**config.mk**
```make
export PLATFORM = sky130hd
export DESIGN_NAME = fetch_unit_flat
export DESIGN_NICKNAME = d
export VERILOG_FILES = /design/src/rtl/fetch_if.sv /design/src/rtl/fetch_unit.sv /design/src/flat_wrapper.sv
export SDC_FILE = /design/constraint.sdc
export NUM_CORES = 1
export LEC_CHECK = 0
export CAP_MARGIN = 20
export CORE_MARGIN = 2
export CORE_UTILIZATION = 40
export CTS_CLUSTER_DIAMETER = 200
export DETAILED_ROUTE_END_ITERATION = 12
export GPL_TIMING_DRIVEN = 0
export PLACE_DENSITY = 0.77
export SYNTH_ARGS = -nofsm -noshare
export SYNTH_HDL_FRONTEND = slang
export SYNTH_SLANG_ARGS = --single-unit
export TNS_END_PERCENT = 100
```
**constraint.sdc**
```tcl
create_clock -name clk -period 2.32 [get_ports clk]
set_input_delay 0.348 -clock clk [delete_from_list [all_inputs] [get_ports clk]]
set_output_delay 0.348 -clock clk [all_outputs]
set_load 0.02 [all_outputs]
```
**src/rtl/fetch_if.sv**
```systemverilog
// Fetch bus between the fetch sequencer, instruction memory and decode.
// master: the fetch unit; slave: memory/decode side (or a testbench).
interface fetch_if #(
    parameter int PC_WIDTH    = 32,
    parameter int INSTR_WIDTH = 32
);
    logic                   imem_req;
    logic [PC_WIDTH-1:0]    imem_addr;
    logic                   imem_ready;
    logic [INSTR_WIDTH-1:0] imem_rdata;
    logic [INSTR_WIDTH-1:0] instr;
    logic                   instr_valid;
    logic                   instr_ack;
    logic                   branch_taken;
    logic [PC_WIDTH-1:0]    branch_target;
    logic [PC_WIDTH-1:0]    pc;
    logic                   misalign;

    modport master (
        output imem_req, imem_addr, instr, instr_valid, pc, misalign,
        input  imem_ready, imem_rdata, instr_ack, branch_taken, branch_target
    );

    modport slave (
        input  imem_req, imem_addr, instr, instr_valid, pc, misalign,
        output imem_ready, imem_rdata, instr_ack, branch_taken, branch_target
    );
endinterface

```
**src/rtl/fetch_unit.sv**
```systemverilog
// Instruction fetch sequencer: holds the PC, requests words from instruction
// memory, presents them to decode with valid/ack, then advances or redirects.
// Optional macro FETCH_MISALIGN_TRAP_EN: a taken branch to a non-word-aligned
// target sets a sticky misalign flag and halts fetch until reset. Without it
// the low two target bits are dropped and misalign is tied low.
module fetch_unit #(
    parameter int                 PC_WIDTH    = 32,
    parameter int                 INSTR_WIDTH = 32,
    parameter logic [PC_WIDTH-1:0] RESET_PC   = '0
) (
    input  logic    clk,
    input  logic    reset,
    fetch_if.master bus
);

    typedef enum logic [1:0] {
        IDLE = 2'd0,
        REQ  = 2'd1,
        HOLD = 2'd2
`ifdef FETCH_MISALIGN_TRAP_EN
        ,
        HALT = 2'd3
`endif
    } state_t;

    state_t                 state_q, state_d;
    logic [PC_WIDTH-1:0]    pc_q, pc_d;
    logic [INSTR_WIDTH-1:0] instr_q, instr_d;
    logic                   req_q, req_d;
    logic                   valid_q, valid_d;
    logic [PC_WIDTH-1:0]    pc_plus4;
    logic [PC_WIDTH-1:0]    redirect_pc;
`ifdef FETCH_MISALIGN_TRAP_EN
    logic                   misalign_q, misalign_d;
`endif

    // Sequential PC wraps naturally at 2^PC_WIDTH.
    assign pc_plus4 = pc_q + {{(PC_WIDTH-3){1'b0}}, 3'd4};

`ifdef FETCH_MISALIGN_TRAP_EN
    // Trap build keeps the raw target so the offending address is visible.
    assign redirect_pc = bus.branch_target;
`else
    // Non-trap build silently word-aligns the target.
    assign redirect_pc = bus.branch_target & {{(PC_WIDTH-2){1'b1}}, 2'b00};
`endif

    // Next-state and next-output logic; outputs are registered so req/valid
    // change only on edges.
    always_comb begin
        state_d = state_q;
        pc_d    = pc_q;
        instr_d = instr_q;
        req_d   = req_q;
        valid_d = valid_q;
`ifdef FETCH_MISALIGN_TRAP_EN
        misalign_d = misalign_q;
`endif
        case (state_q)
            IDLE: begin
                state_d = REQ;
                req_d   = 1'b1;
            end
            REQ: begin
                if (bus.imem_ready) begin
                    instr_d = bus.imem_rdata;
                    state_d = HOLD;
                    req_d   = 1'b0;
                    valid_d = 1'b1;
                end
            end
            HOLD: begin
                if (bus.instr_ack) begin
                    valid_d = 1'b0;
                    state_d = REQ;
                    req_d   = 1'b1;
                    pc_d    = bus.branch_taken ? redirect_pc : pc_plus4;
`ifdef FETCH_MISALIGN_TRAP_EN
                    if (bus.branch_taken && (bus.branch_target[1:0] != 2'b00)) begin
                        state_d    = HALT;
                        req_d      = 1'b0;
                        misalign_d = 1'b1;
                    end
`endif
                end
            end
`ifdef FETCH_MISALIGN_TRAP_EN
            HALT: begin
                req_d   = 1'b0;
                valid_d = 1'b0;
            end
`endif
            default: begin
                state_d = IDLE;
                req_d   = 1'b0;
                valid_d = 1'b0;
            end
        endcase
    end

    // State registers with synchronous reset; reset abandons any fetch.
    always_ff @(posedge clk) begin
        if (reset) begin
            state_q <= IDLE;
            pc_q    <= RESET_PC;
            instr_q <= '0;
            req_q   <= 1'b0;
            valid_q <= 1'b0;
`ifdef FETCH_MISALIGN_TRAP_EN
            misalign_q <= 1'b0;
`endif
        end else begin
            state_q <= state_d;
            pc_q    <= pc_d;
            instr_q <= instr_d;
            req_q   <= req_d;
            valid_q <= valid_d;
`ifdef FETCH_MISALIGN_TRAP_EN
            misalign_q <= misalign_d;
`endif
        end
    end

    assign bus.imem_req    = req_q;
    assign bus.imem_addr   = pc_q;
    assign bus.pc          = pc_q;
    assign bus.instr       = instr_q;
    assign bus.instr_valid = valid_q;
`ifdef FETCH_MISALIGN_TRAP_EN
    assign bus.misalign    = misalign_q;
`else
    assign bus.misalign    = 1'b0;
`endif

endmodule

```
**src/flat_wrapper.sv**
```systemverilog
// flat-port wrapper written by rule: the top's interface ports become plain ports
module fetch_unit_flat 
#(
    parameter int                 PC_WIDTH    = 32,
    parameter int                 INSTR_WIDTH = 32,
    parameter logic [PC_WIDTH-1:0] RESET_PC   = '0
)
  (clk, reset, bus_imem_req, bus_imem_addr, bus_instr, bus_instr_valid, bus_pc, bus_misalign, bus_imem_ready, bus_imem_rdata, bus_instr_ack, bus_branch_taken, bus_branch_target);
  fetch_if #(.PC_WIDTH(PC_WIDTH), .INSTR_WIDTH(INSTR_WIDTH)) bus_i ();
  input  logic clk;
  input  logic reset;
  output wire logic [$bits(bus_i.imem_req)-1:0] bus_imem_req;
  output wire logic [$bits(bus_i.imem_addr)-1:0] bus_imem_addr;
  output wire logic [$bits(bus_i.instr)-1:0] bus_instr;
  output wire logic [$bits(bus_i.instr_valid)-1:0] bus_instr_valid;
  output wire logic [$bits(bus_i.pc)-1:0] bus_pc;
  output wire logic [$bits(bus_i.misalign)-1:0] bus_misalign;
  input wire logic [$bits(bus_i.imem_ready)-1:0] bus_imem_ready;
  input wire logic [$bits(bus_i.imem_rdata)-1:0] bus_imem_rdata;
  input wire logic [$bits(bus_i.instr_ack)-1:0] bus_instr_ack;
  input wire logic [$bits(bus_i.branch_taken)-1:0] bus_branch_taken;
  input wire logic [$bits(bus_i.branch_target)-1:0] bus_branch_target;
  assign bus_imem_req = bus_i.imem_req;
  assign bus_imem_addr = bus_i.imem_addr;
  assign bus_instr = bus_i.instr;
  assign bus_instr_valid = bus_i.instr_valid;
  assign bus_pc = bus_i.pc;
  assign bus_misalign = bus_i.misalign;
  assign bus_i.imem_ready = bus_imem_ready;
  assign bus_i.imem_rdata = bus_imem_rdata;
  assign bus_i.instr_ack = bus_instr_ack;
  assign bus_i.branch_taken = bus_branch_taken;
  assign bus_i.branch_target = bus_branch_target;
  fetch_unit #(.PC_WIDTH(PC_WIDTH), .INSTR_WIDTH(INSTR_WIDTH), .RESET_PC(RESET_PC)) u_core (.clk(clk), .reset(reset), .bus(bus_i));
endmodule
```
==> impl_metrics.yaml, run 1 <==
synthesis:
  async_flop_share_pct: 0
  ys_seq_area_share_pct: 37.86
  synth_cell_type_count: 49
  synth_top_area_share_pct: 37.86
  synthFlopType: "dfxtp_1"
  ys_warn_count: 0
  synth-edff-count: 0
  yosys.area.top_type: "dfxtp_1"
  ys_ff_latch: 65
  synth_cells: 457
  synth_top_cells_by_area: "dfxtp_1 38%, nand2_1 10%, a21oi_1 7.7%, buf_4 7.6%, clkbuf_1 3.2%"
  synth_area_um2: 3437
  avgSynthCellArea_um2: 7.521
critical_path:
  worst_ep_required_time_ps: 2580
  crit_path_max_fanout: 10
  r2r_setup_slack_ps: 140
  r2r-start: "u_core.bus.imem_addr[2]$_SDFFE_PP0P_"
  crit_start: "bus_instr_ack"
  crit_arrival_ps: 2500
  r2r_end: "u_core.bus.imem_addr[30]$_SDFFE_PP0P_"
  endpoint_kind: "flop"
  critPathKind: "in -> reg"
  rr_worst_depth: 8
  startpoint_type: "input pin"
die:
  core.rowCount: 33
  die_y_um: 96.70
  start_util_pct: 41.62
  ios: 168
  core-area_um2: 8258
  die_width_um: 96.70
  die_area_um2: 9350
sta:
  finalHoldViolCount: 0
  finalCritPeriodShare_pct: 96.29
  rsz0062_at_grt: "yes"
  max_freq_ghz: 0.4477
  setup_violations: 0
  slew-limit-headroom_pct: 54.21
  setup_slack_ps: 86.17
  skew_ps: 8.197
  tightest_slew_ps: 686.8
  drv_slew: 0
  period_minus_slack_ps: 2234
  hold_ws_ps: 454.0
route:
  ant_nets: 0
  route.met3.wl_mm: 1.051
  drc: 0
  drtIter0Drc: 256
  vias: 3987
  finalWirelength_mm: 11.65
  vias_per_cell: 5.352
  firstDrtPassIters: 5
  avgRoutedWirePerCell_um: 15.64
  wl_met1_mm: 4.804
  highest_layer: "met4"
  met2RoutedLength_mm: 5.610
global_routing:
  grt_max_degree: 13
  gr-total-overflow: 0
  grt_pass1_wl_mm: 18.44
  antenna_found_initial: 0
  track_usage_pct: 23.78
  grt_pass1_vias: 3704
place:
  place.gp.congestion: 0.9202
  dp_hpwl_mm: 8.510
  io_buffers: 160
  postPlaceCellArea_um2: 5185
  pre_cts_slack_ps: -266.4
clock_network:
  cts_hold_buffers: 0
  cts_tree: "built"
  clkTransAtPathRegs_ps: 80
  clockBufferDepth: 2
  cts_buffers: 9
  clk_latency_ps: 340
  cts-htree-levels: 3
  clockRootBuffer: "clkbuf_8"
  clock-sinks: 65
min_path:
  hold_start: "u_core.bus.instr[3]$_SDFFE_PP0P_"
  hold_end: "u_core.bus.instr[3]$_SDFFE_PP0P_"
  min_path_type: "reg -> reg"
  worstHoldPathCells: 2
power_and_ir_drop:
  max-vdd-ir-drop_mv: 0.3638
  leakagePower_nw: 2.014
  powerDensity_nw_per_um2: 519.7
  total_power_mw: 2.847
cells_and_area:
  insertedDiodeCount: 0
  syn2layout_area_growth_pct: 59.37
  drive_gt1_share_pct: 11.09
  finalCoreUtilization_pct: 66.33
  fillers: 740
  final_area_um2: 5478
  nets: 705
outcome:
  outcome: "finished, final reports clean"
run:
  drv_cap: 0
[per-stage QoR]
| stage | setup TNS [ps] | cells |
|---|---|---|
| 6_report | 0 | 745 |
| 5_1_grt | -2.752 | 745 |
| 4_1_cts | 0 | 742 |
| 3_5_place_dp | -3275 | 726 |
| 3_3_place_gp | -3031 | 726 |
| 2_1_floorplan | 0 | 461 |
[flip-flops by register name, summed over array words and instances (netlist names)]
name,count
u_core.bus.instr,32
u_core.bus.imem_addr,30
u_core.bus.instr_valid,1
u_core.state_q,2
[cell usage after synthesis, types with 3 or more instances]
| cell | number |
|---|---|
| nand2_1 | 95 |
| dfxtp_1 | 65 |
| a21oi_1 | 53 |
| buf_4 | 35 |
| clkbuf_1 | 29 |
| nor2_1 | 27 |
| nand3_1 | 21 |
| o21ai_0 | 14 |
| a31oi_1 | 13 |
| nor3_1 | 9 |
| and3_1 | 8 |
| nand4_1 | 8 |
| mux2i_1 | 7 |
| nor4_1 | 7 |
| a22oi_1 | 6 |
| a211oi_1 | 5 |
| nor2b_1 | 4 |
| or3_1 | 4 |
| a21o_1 | 3 |
| inv_1 | 3 |
| o31ai_1 | 3 |
| o41ai_1 | 3 |
[per-layer routing]
layer | GRT usage [%] | vias up
met4 | 9.642 | 0
met3 | 4.191 | 18
met5 | 0 | -
met2 | 39.64 | 209
met1 | 30.45 | 1830
li1 | - | 1930
[cells in the final DEF (no fill, tap or decap), types with 3 or more instances in the layout]
cell type / netlist / final
clkdlybuf4s50_1: 0 / 160
dfxtp_1: 65 / 63
o21ai_0: 14 / 14
a22oi_1: 6 / 6
nor2_1: 27 / 27
clkbuf_1: 29 / 28
nor3_1: 9 / 8
a211oi_1: 5 / 5
or3_1: 4 / 4
bufinv_16: 0 / 3
nand4_1: 8 / 8
o41ai_1: 3 / 3
a21o_1: 3 / 3
nor4_1: 7 / 6
nor2b_1: 4 / 4
nand2_1: 95 / 95
nand3_1: 21 / 21
a31oi_1: 13 / 13
a21oi_1: 53 / 53
and3_1: 8 / 8
conb_1: 1 / 5
mux2i_1: 7 / 7
clkbuf_2: 1 / 3
inv_1: 3 / 3
o31ai_1: 3 / 3
buf_4: 35 / 38
clkbuf_8: 0 / 9
[worst max-delay path by stage]
| stage | endpoint | cells past startpoint |
|---|---|---|
| after CTS | u_core.bus.imem_addr[25]$_SDFFE_PP0P_ | 5 |
| after global routing | u_core.bus.imem_addr[7]$_SDFFE_PP0P_ | 7 |
| after global placement | u_core.bus.imem_addr[8]$_SDFFE_PP0P_ | 8 |
| after detailed placement | u_core.bus.imem_addr[8]$_SDFFE_PP0P_ | 8 |
| after floorplan | u_core.bus.imem_addr[20]$_SDFFE_PP0P_ | 6 |
| final | u_core.bus.imem_addr[25]$_SDFFE_PP0P_ | 7 |
[critical path: stages]
cell	delay (ps)
clkdlybuf4s50_1	480
nor2b_1	200
and2_1	190
clkbuf_1	390
clkbuf_1	580
nand4_1	180
o211ai_1	130
[report_power, final]
group / total (mW) / switching, mW / internal (mW) / leakage (nW)
clock: 1.18 / 0.464 / 0.720 / 0.117
combinational: 0.474 / 0.232 / 0.242 / 1.37
sequential: 1.19 / 0.0340 / 1.15 / 0.529
[repair_timing]
item / 4_1_cts / 5_1_grt
resized for setup: 3 / 7
endpoints found under the setup margin: 7 / 16
pin swaps: 0 / 1
buffers inserted: 0 / 3
[final cells by class]
type                       count  area (um2)  area share (%)
buffer                        67       391.6           7.149
clock buffer                  10       127.6           2.330
clock inverter                 6       115.1           2.101
inverter                       3       11.26          0.2056
multi-input combinational    326        1773           32.37
sequential                    65        1304           23.80
tap                          105       131.4           2.398
timing repair buffer         163        1624           29.65
[cell families (layout without fill, tap and decap cells)]
family                   after synthesis  after routing  synth area share (%)
AND/OR/NAND/NOR                      198            198                 27.88
AO/OA/AOI/OAI                        115            115                 20.17
buffers and inverters                 70            249                 11.58
flip-flops                            65             65                 37.86
multiplexers                           7              7                 2.039
adder cells (fa/ha/maj)                1              1                0.3640
other                                  1              5                0.1091
(Power assumes the default switching activity.)
==> run 2, diff against run 1 <==
Settings changed: CORE_UTILIZATION 40 to 41, PLACE_DENSITY 0.77 to 0.79.
==> run 2 against run 1 <==
Clock power decreased by 7%. Count of clock-buffer cells in the layout is 1 lower. Highest routed layer unchanged. Via count grew 3.1%. Final area down 0.16%. First-iteration DRC count grew 46%. Routed wire length rose by 0.91%. Global-route usage increased by 1.3 points. Cell count grew 0.27%.
==> impl_metrics.yaml, run 2 (synthesis results as in run 1) <==
die:
  core.rowCount: 33
  die_area_um2: 9132
  die_width_um: 95.56
  start_util_pct: 42.04
  ios: 168
  die_y_um: 95.56
  core-area_um2: 8175
power_and_ir_drop:
  total_power_mw: 2.759
  leakagePower_nw: 1.993
  max-vdd-ir-drop_mv: 0.4282
  powerDensity_nw_per_um2: 504.4
place:
  io_buffers: 160
  postPlaceCellArea_um2: 5185
  dp_cells: 726
  pre_cts_slack_ps: -288.6
  place.gp.congestion: 0.9096
  dp_hpwl_mm: 8.630
critical_path:
  slowest_delay_ps: 430
  crit_arrival_ps: 2410
  r2r_setup_slack_ps: 100
  cpMaxStageDelayCell: "dfxtp_2"
  endpoint_kind: "flop"
  cpMostUsedCell: "or3_1"
  critPathKind: "reg -> reg"
  worst_ep_required_time_ps: 2520
  path_cells: "ha_1 > nand4_1 > buf_4 > or3_1 > or3_1 > o21ai_0 > a211oi_1"
  startpoint_type: "flop"
  crit_path_max_fanout: 9
clock_network:
  cts_hold_buffers: 0
  cts-htree-levels: 3
  cts_buffers: 9
  clockBufferDepth: 2
  clk_latency_ps: 340
  clkTransAtPathRegs_ps: 80
  cts_tree: "built"
  clock-sinks: 65
  clockRootBuffer: "clkbuf_8"
route:
  ant_nets: 0
  drtIter0Drc: 374
  drc: 0
  firstDrtPassIters: 6
  vias_per_cell: 5.505
  vias: 4112
  finalWirelength_mm: 11.76
  avgRoutedWirePerCell_um: 15.74
cells_and_area:
  largest_reg_flops: 32
  drive_gt1_share_pct: 11.68
  final_common_cell: "clkdlybuf4s50_1"
  final_cells: 747
  layout_common_cells: "160 x clkdlybuf4s50_1, 95 x nand2_1, 63 x dfxtp_1"
  syn2layout_area_growth_pct: 59.12
  finalCoreUtilization_pct: 66.90
  final_area_um2: 5469
  insertedDiodeCount: 0
  nets: 707
sta:
  hold_ws_ps: 459.7
  setup_slack_ps: 103.9
  period_minus_slack_ps: 2216
  setup_tns_ps: 0
  tightest_slew_ps: 626.3
  max_freq_ghz: 0.4513
  finalCritPeriodShare_pct: 95.52
  drv_slew: 0
  slew-limit-headroom_pct: 58.25
  skew_ps: 11.99
  rsz0062_at_grt: "no"
  finalHoldViolCount: 0
  setup_violations: 0
global_routing:
  grt_pass1_vias: 3677
  gr-total-overflow: 0
  track_usage_pct: 25.13
  grt_pass1_wl_mm: 17.99
  grt_max_degree: 14
  antenna_found_initial: 0
outcome:
  outcome: "finished, final reports clean"
min_path:
  min_path_type: "reg -> reg"
run:
  drv_cap: 0
run 2: worst paths after layout:
check	start	to	cells after the start
setup / recovery	u_core.bus.imem_addr[3]$_SDFFE_PP0P_	u_core.bus.imem_addr[14]$_SDFFE_PP0P_	7
hold / removal	u_core.bus.instr[0]$_SDFFE_PP0P_	u_core.bus.instr[0]$_SDFFE_PP0P_	2
setup reg to reg	u_core.bus.imem_addr[3]$_SDFFE_PP0P_	u_core.bus.imem_addr[14]$_SDFFE_PP0P_	7
hold reg to reg	u_core.bus.instr[0]$_SDFFE_PP0P_	u_core.bus.instr[0]$_SDFFE_PP0P_	2
run 2: timing repair:
action | CTS | global route
cloned | 0 | 0
gates resized for setup | 2 | 10
endpoints found under the setup margin | 7 | 19
buffers inserted | 0 | 5
pin swaps | 0 | 1
run 2: critical path: cells and delay by family, from the launching register on:
family	cells	cell delay (ps)
compound gates	2	160
fa+ha+maj	1	260
buf+inv	1	230
flops	1	430
simple gates	3	980
run 2: power breakdown:
part / internal (mW) / leakage, nW / switching [mW] / total, mW
Clock: 0.612 / 0.102 / 0.485 / 1.10
Sequential: 1.15 / 0.529 / 0.0344 / 1.19
Combinational: 0.242 / 1.36 / 0.231 / 0.473
Total: 2.01 / 1.99 / 0.751 / 2.76
run 2: cell type report:
type	count	area (um2)
sequential	65	1306
timing repair buffer	165	1639
buffer	67	392.9
inverter	3	11.26
fill	714	2706
clock inverter	7	100.1
tap	105	131.4
multi-input combinational	326	1764
clock buffer	9	123.9
run 2: layer usage:
layer	GRT usage (%)	up-vias	share of wire, %
met5	0	-	0
met4	8.690	0	1.8
met3	5.217	24	8.7
met2	39.80	226	49
li1	-	1944	-
met1	33.90	1918	40
==> patch 1 (flow settings as in run 1) <==
Build with the macro `FETCH_MISALIGN_TRAP_EN` defined.
--- a/src/rtl/fetch_unit.sv
+++ b/src/rtl/fetch_unit.sv
@@ -3,6 +3,8 @@
 // Optional macro FETCH_MISALIGN_TRAP_EN: a taken branch to a non-word-aligned
 // target sets a sticky misalign flag and halts fetch until reset. Without it
 // the low two target bits are dropped and misalign is tied low.
+`define FETCH_MISALIGN_TRAP_EN
+
 module fetch_unit #(
     parameter int                 PC_WIDTH    = 32,
     parameter int                 INSTR_WIDTH = 32,
Behaviour: not the same (a bounded check fails within 4 cycles, from zero or initial values and one cycle with reset high).
==> patch 1 against run 1 <==
Clock power fell by 29%; final area is 2.7% higher; sequential cell count grew 4; die area grew 5.5%; area after synthesis grew 5.8%; worst setup slack better by 0.031 ns; total power is 0.25% lower; wire length rose by 4.7%.
==> patch 1: results (changes against run 1) <==
RePlAce Congestion -> 0.938 (+1.9%)
Core box area -> 0.00876 mm2 (+6.1%)
Area of the multi-input gates -> 0.00189 mm2 (+6.4%)
Critical path endpoint -> u_core.bus.imem_addr[23]
Multi-input gate count -> 338 (+3.7%)
Placed Area -> 0.00543 mm2 (+4.8%)
Adder-cell area share of the yosys netlist -> 2.06% (+1.7 points)
FF-to-FF setup slack -> 0.12 ns (-0.02 ns)
Status -> completed
Nonclk buf count -> 232 (+0.87%)
Synth Register Bits -> 69 (+6.2%)
Synthesized instance count -> 479 (+4.8%)
Number of iterations in the first detailed-routing pass -> 6 (+1)
Routed wire per std cell -> 15.9 um (+1.6%)
Sequential cell area share -> 24.6% (+0.81 points)
Post-synth top cells -> nand2_1, dfxtp_1, a21oi_1
Switching Power -> 869 uW (+19%)
Synth Area in Compound Gates -> 20.5% (+0.38 points)
Worst path arrival time -> 2.48 ns (-0.02 ns)
Lkg Pwr -> 2.02 nW (+0.27%)
Via/cell ratio -> 5.36 (+0.12%)
Nets -> 731 (+3.7%)
Non-clock inverter instance count of the final layout -> 6 (+3)
First-pass GRT wire length -> 19600 um (+6.3%)
Worst Setup SP -> u_core.bus.imem_addr[5]
Yosys cell types -> 50 (+2.0%)
Peak VDD IR -> 422 uV (+16%)
Starting DRC count in detailed routing -> 191 (-25%)
Placed insts -> 753 (+3.7%)
patch 1: cell count changes after synthesis, sizes merged, moves of 3 or more:
| cell | change |
|---|---|
| nand2 | +7 |
| a31oi | -6 |
| ha | +5 |
| dfxtp | +4 |
| nand3 | -4 |
| a21oi | +3 |
| a32o | +3 |
| inv | +3 |
| nand4 | -3 |
| o22ai | +3 |
patch 1: worst min-delay path by stage:
stage	cells after the start	start	endpoint	slack, ns
floorplan	2	bus_imem_rdata[0]	u_core.bus.instr[0]	0.48
global placement	2	u_core.bus.instr[3]	u_core.bus.instr[3]	0.44
detailed placement	2	u_core.bus.instr[25]	u_core.bus.instr[25]	0.45
CTS	2	u_core.bus.instr[19]	u_core.bus.instr[19]	0.46
global route	2	u_core.bus.instr[7]	u_core.bus.instr[7]	0.48
finish	2	u_core.bus.instr[29]	u_core.bus.instr[29]	0.45
patch 1: worst max-delay path: stages (launching register included):
cell     delay [ns]
dfxtp_2        0.35
buf_4          0.15
nand4_2        0.12
or4_1          0.55
buf_2          0.20
or2_4          0.29
or3_1          0.33
a41oi_2        0.13
patch 1: metrics by stage:
step	power, mW	worst slack [ns]
floorplan	1.67	0.141
global placement	2.01	-0.193
detailed placement	2.02	-0.214
CTS	2.85	0.0307
global route	2.97	0.0145
finish	2.84	0.117
patch 1: timing repair:
item | CTS | global route
cloned | 0 | 0
endpoints found under the setup margin | 19 | 22
buffers inserted | 0 | 1
resized for setup | 3 | 10
endpoints found under the hold margin | 0 | 0
patch 1: layer usage:
metal  track usage, %  part of all wire (%)  up-vias  routed length (um)
met4             9.80                   1.8        0                 216
met2             41.8                    47      208                5770
met3             8.92                    12       18                1460
met1             28.3                    39     1873                4760
met5                0                     0        -                   0
li1                 -                     -     2016                   -
==> patch 2 (settings of run 1) <==
Made on the original files. `instr_q` no longer has a reset.
--- a/src/rtl/fetch_unit.sv
+++ b/src/rtl/fetch_unit.sv
@@ -103,7 +103,6 @@
         if (reset) begin
             state_q <= IDLE;
             pc_q    <= RESET_PC;
-            instr_q <= '0;
             req_q   <= 1'b0;
             valid_q <= 1'b0;
 `ifdef FETCH_MISALIGN_TRAP_EN
@@ -112,13 +111,16 @@
         end else begin
             state_q <= state_d;
             pc_q    <= pc_d;
-            instr_q <= instr_d;
             req_q   <= req_d;
             valid_q <= valid_d;
 `ifdef FETCH_MISALIGN_TRAP_EN
             misalign_q <= misalign_d;
 `endif
         end
+    end
+
+    always_ff @(posedge clk) begin
+        instr_q <= instr_d;
     end
 
     assign bus.imem_req    = req_q;
Behaviour: differs if reset is asserted again (counterexample within 4 cycles, from zero or initial values and one cycle with reset high); with reset held inactive, the same outputs for 10 cycles.
==> patch 2 against run 1 <==
Global-route usage shrank 0.74 points; total power shrank 4.2%; non-clock buffer count shrank 13; sequential share of layout area grew 6.4 points; via count shrank 12%; clock skew grew 0.0014 ns; largest power group unchanged; synthesized cell count shrank 23%; utilization shrank 0.36 points; sequential cell count is the same; final area shrank 1.5%; largest cell class unchanged; wire length shrank 7.8%; worst setup slack gained 0.014 ns; area after synthesis shrank 2.2%; highest routed layer unchanged.
==> patch 2: results (changes against run 1) <==
FF-to-FF path depth -> 7 (-1)
Largest net degree at the start of global routing -> 33 (+20)
Pwr Total -> 2.73 mW (-4.2%)
CP max-delay cell -> dfxtp_1
Crit-path max FO -> 8 (-2)
Reg-to-reg endpoint -> u_core.bus.imem_addr[26]
Sequential area share after synthesis -> 48.3% (+10 points)
# H-tree levels -> 3 (unchanged)
Skew final -> 0.00962 ns (+0.00142 ns)
Share of cells above drive strength 1 -> 15.2% (+4.1 points)
Starting DRC count in detailed routing -> 365 (+43%)
Final WL -> 10700 um (-7.8%)
Minimum hold slack -> 0.448 ns (-0.00625 ns)
Fillers -> 661 (-11%)
FF-to-FF setup slack -> 0.10 ns (-0.04 ns)
Via/cell ratio -> 5.52 (+3.1%)
Worst path arrival time -> 2.47 ns (-0.03 ns)
Gr usage total -> 23.0% (-0.74 points)
Peak VDD IR -> 286 uV (-21%)
Yosys cell types -> 50 (+2.0%)
Adder-cell area share of the yosys netlist -> 0.372% (+0.0083 points)
RePlAce Congestion -> 0.875 (-4.9%)
CTS Buffer Depth -> 2 (unchanged)
Status -> completed
Post-synth EDFFs -> 32 (+32)
Worst stage delay on the critical path -> 0.50 ns (-0.08 ns)
Mux contribution to synthesized area -> 3.09% (+1.1 points)
I/O Buffers -> 159 (-0.63%)
HP Start -> reset
Vias in the first global route -> 3222 (-13%)
Area share of the largest cell type after synthesis -> 28.6% (-9.3 points)
Hold crit path type -> input port to flop
Normalized max-slew margin -> 50.5% (-3.7 points)
Lkg Pwr -> 1.93 nW (-4.0%)
[patch 2: changes by cell type after synthesis, sizes merged, moves of 4 or more]
cell    delta
dfxtp     -32
nand3     -14
a31oi      -4
a21oi     -34
clkbuf    -13
nor3       +4
inv        +5
nand2     -71
edfxtp    +32
[patch 2: cells by family (layout without fill, tap and decap cells)]
logic type,after synthesis,count (layout)
AO/OA/AOI/OAI,83,83
adder cells (fa/ha/maj),1,1
buffers and inverters,65,241
flip-flops,65,65
multiplexers,10,10
other,1,5
AND/OR/NAND/NOR,127,127
[patch 2: per-layer routing]
metal	vias to the layer above	GRT usage, %	share of wire (%)
met5	-	0	0
met4	0	9.88	2.6
met3	31	7.35	13
met2	243	36.5	45
met1	1613	28.9	39
li1	1629	-	-
[patch 2: stage by stage]
| step | cell area [um2] | instances | setup slack (ns) |
|---|---|---|---|
| final | 5390 | 637 | 0.100 |
| after global routing | 5390 | 637 | 0.0234 |
| after CTS | 5340 | 636 | 0.0000604 |
| after detailed placement | 5100 | 620 | -0.309 |
| after global placement | 5100 | 620 | -0.268 |
| after floorplan | 3380 | 356 | 0.235 |
[patch 2: worst max-delay path by stage]
stage                               end  slack (ns)                    start
5_1_grt        u_core.bus.imem_addr[18]        0.02  u_core.bus.imem_addr[2]
3_5_place_dp   u_core.bus.imem_addr[15]       -0.31         bus_branch_taken
2_1_floorplan  u_core.bus.imem_addr[31]        0.23  u_core.bus.imem_addr[8]
6_report       u_core.bus.imem_addr[26]        0.10  u_core.bus.imem_addr[2]
3_3_place_gp   u_core.bus.imem_addr[19]       -0.27         bus_branch_taken
4_1_cts        u_core.bus.imem_addr[26]     0.00006  u_core.bus.imem_addr[2]
[patch 2: where the power goes]
part / switching (mW) / internal [mW]
logic: 0.181 / 0.219
clock network: 0.446 / 0.608
registers: 0.0272 / 1.25
total: 0.654 / 2.07
[patch 2: repair_timing]
action,4_1_cts,5_1_grt
endpoints found under the hold margin,0,0
resized for setup,3,13
endpoints found under the setup margin,5,17
cloned,0,0
[patch 2: worst max-delay path, delay by kind of cell, from the launching register on]
kind	cells	cell delay [ns]
DFF	1	0.50
adders and majority gates	1	0.29
and+or+nand+nor	3	0.83
buffers and inverters	1	0.16
AOI/OAI and AO/OA	2	0.34
[patch 2: final cells by class]
| class | count | area share (%) |
|---|---|---|
| timing repair buffer | 160 | 30.0 |
| inverter | 8 | 0.557 |
| clock buffer | 10 | 2.37 |
| sequential | 65 | 30.2 |
| tap | 105 | 2.44 |
| multi-input combinational | 226 | 26.1 |
| clock inverter | 6 | 1.72 |
| buffer | 57 | 6.63 |
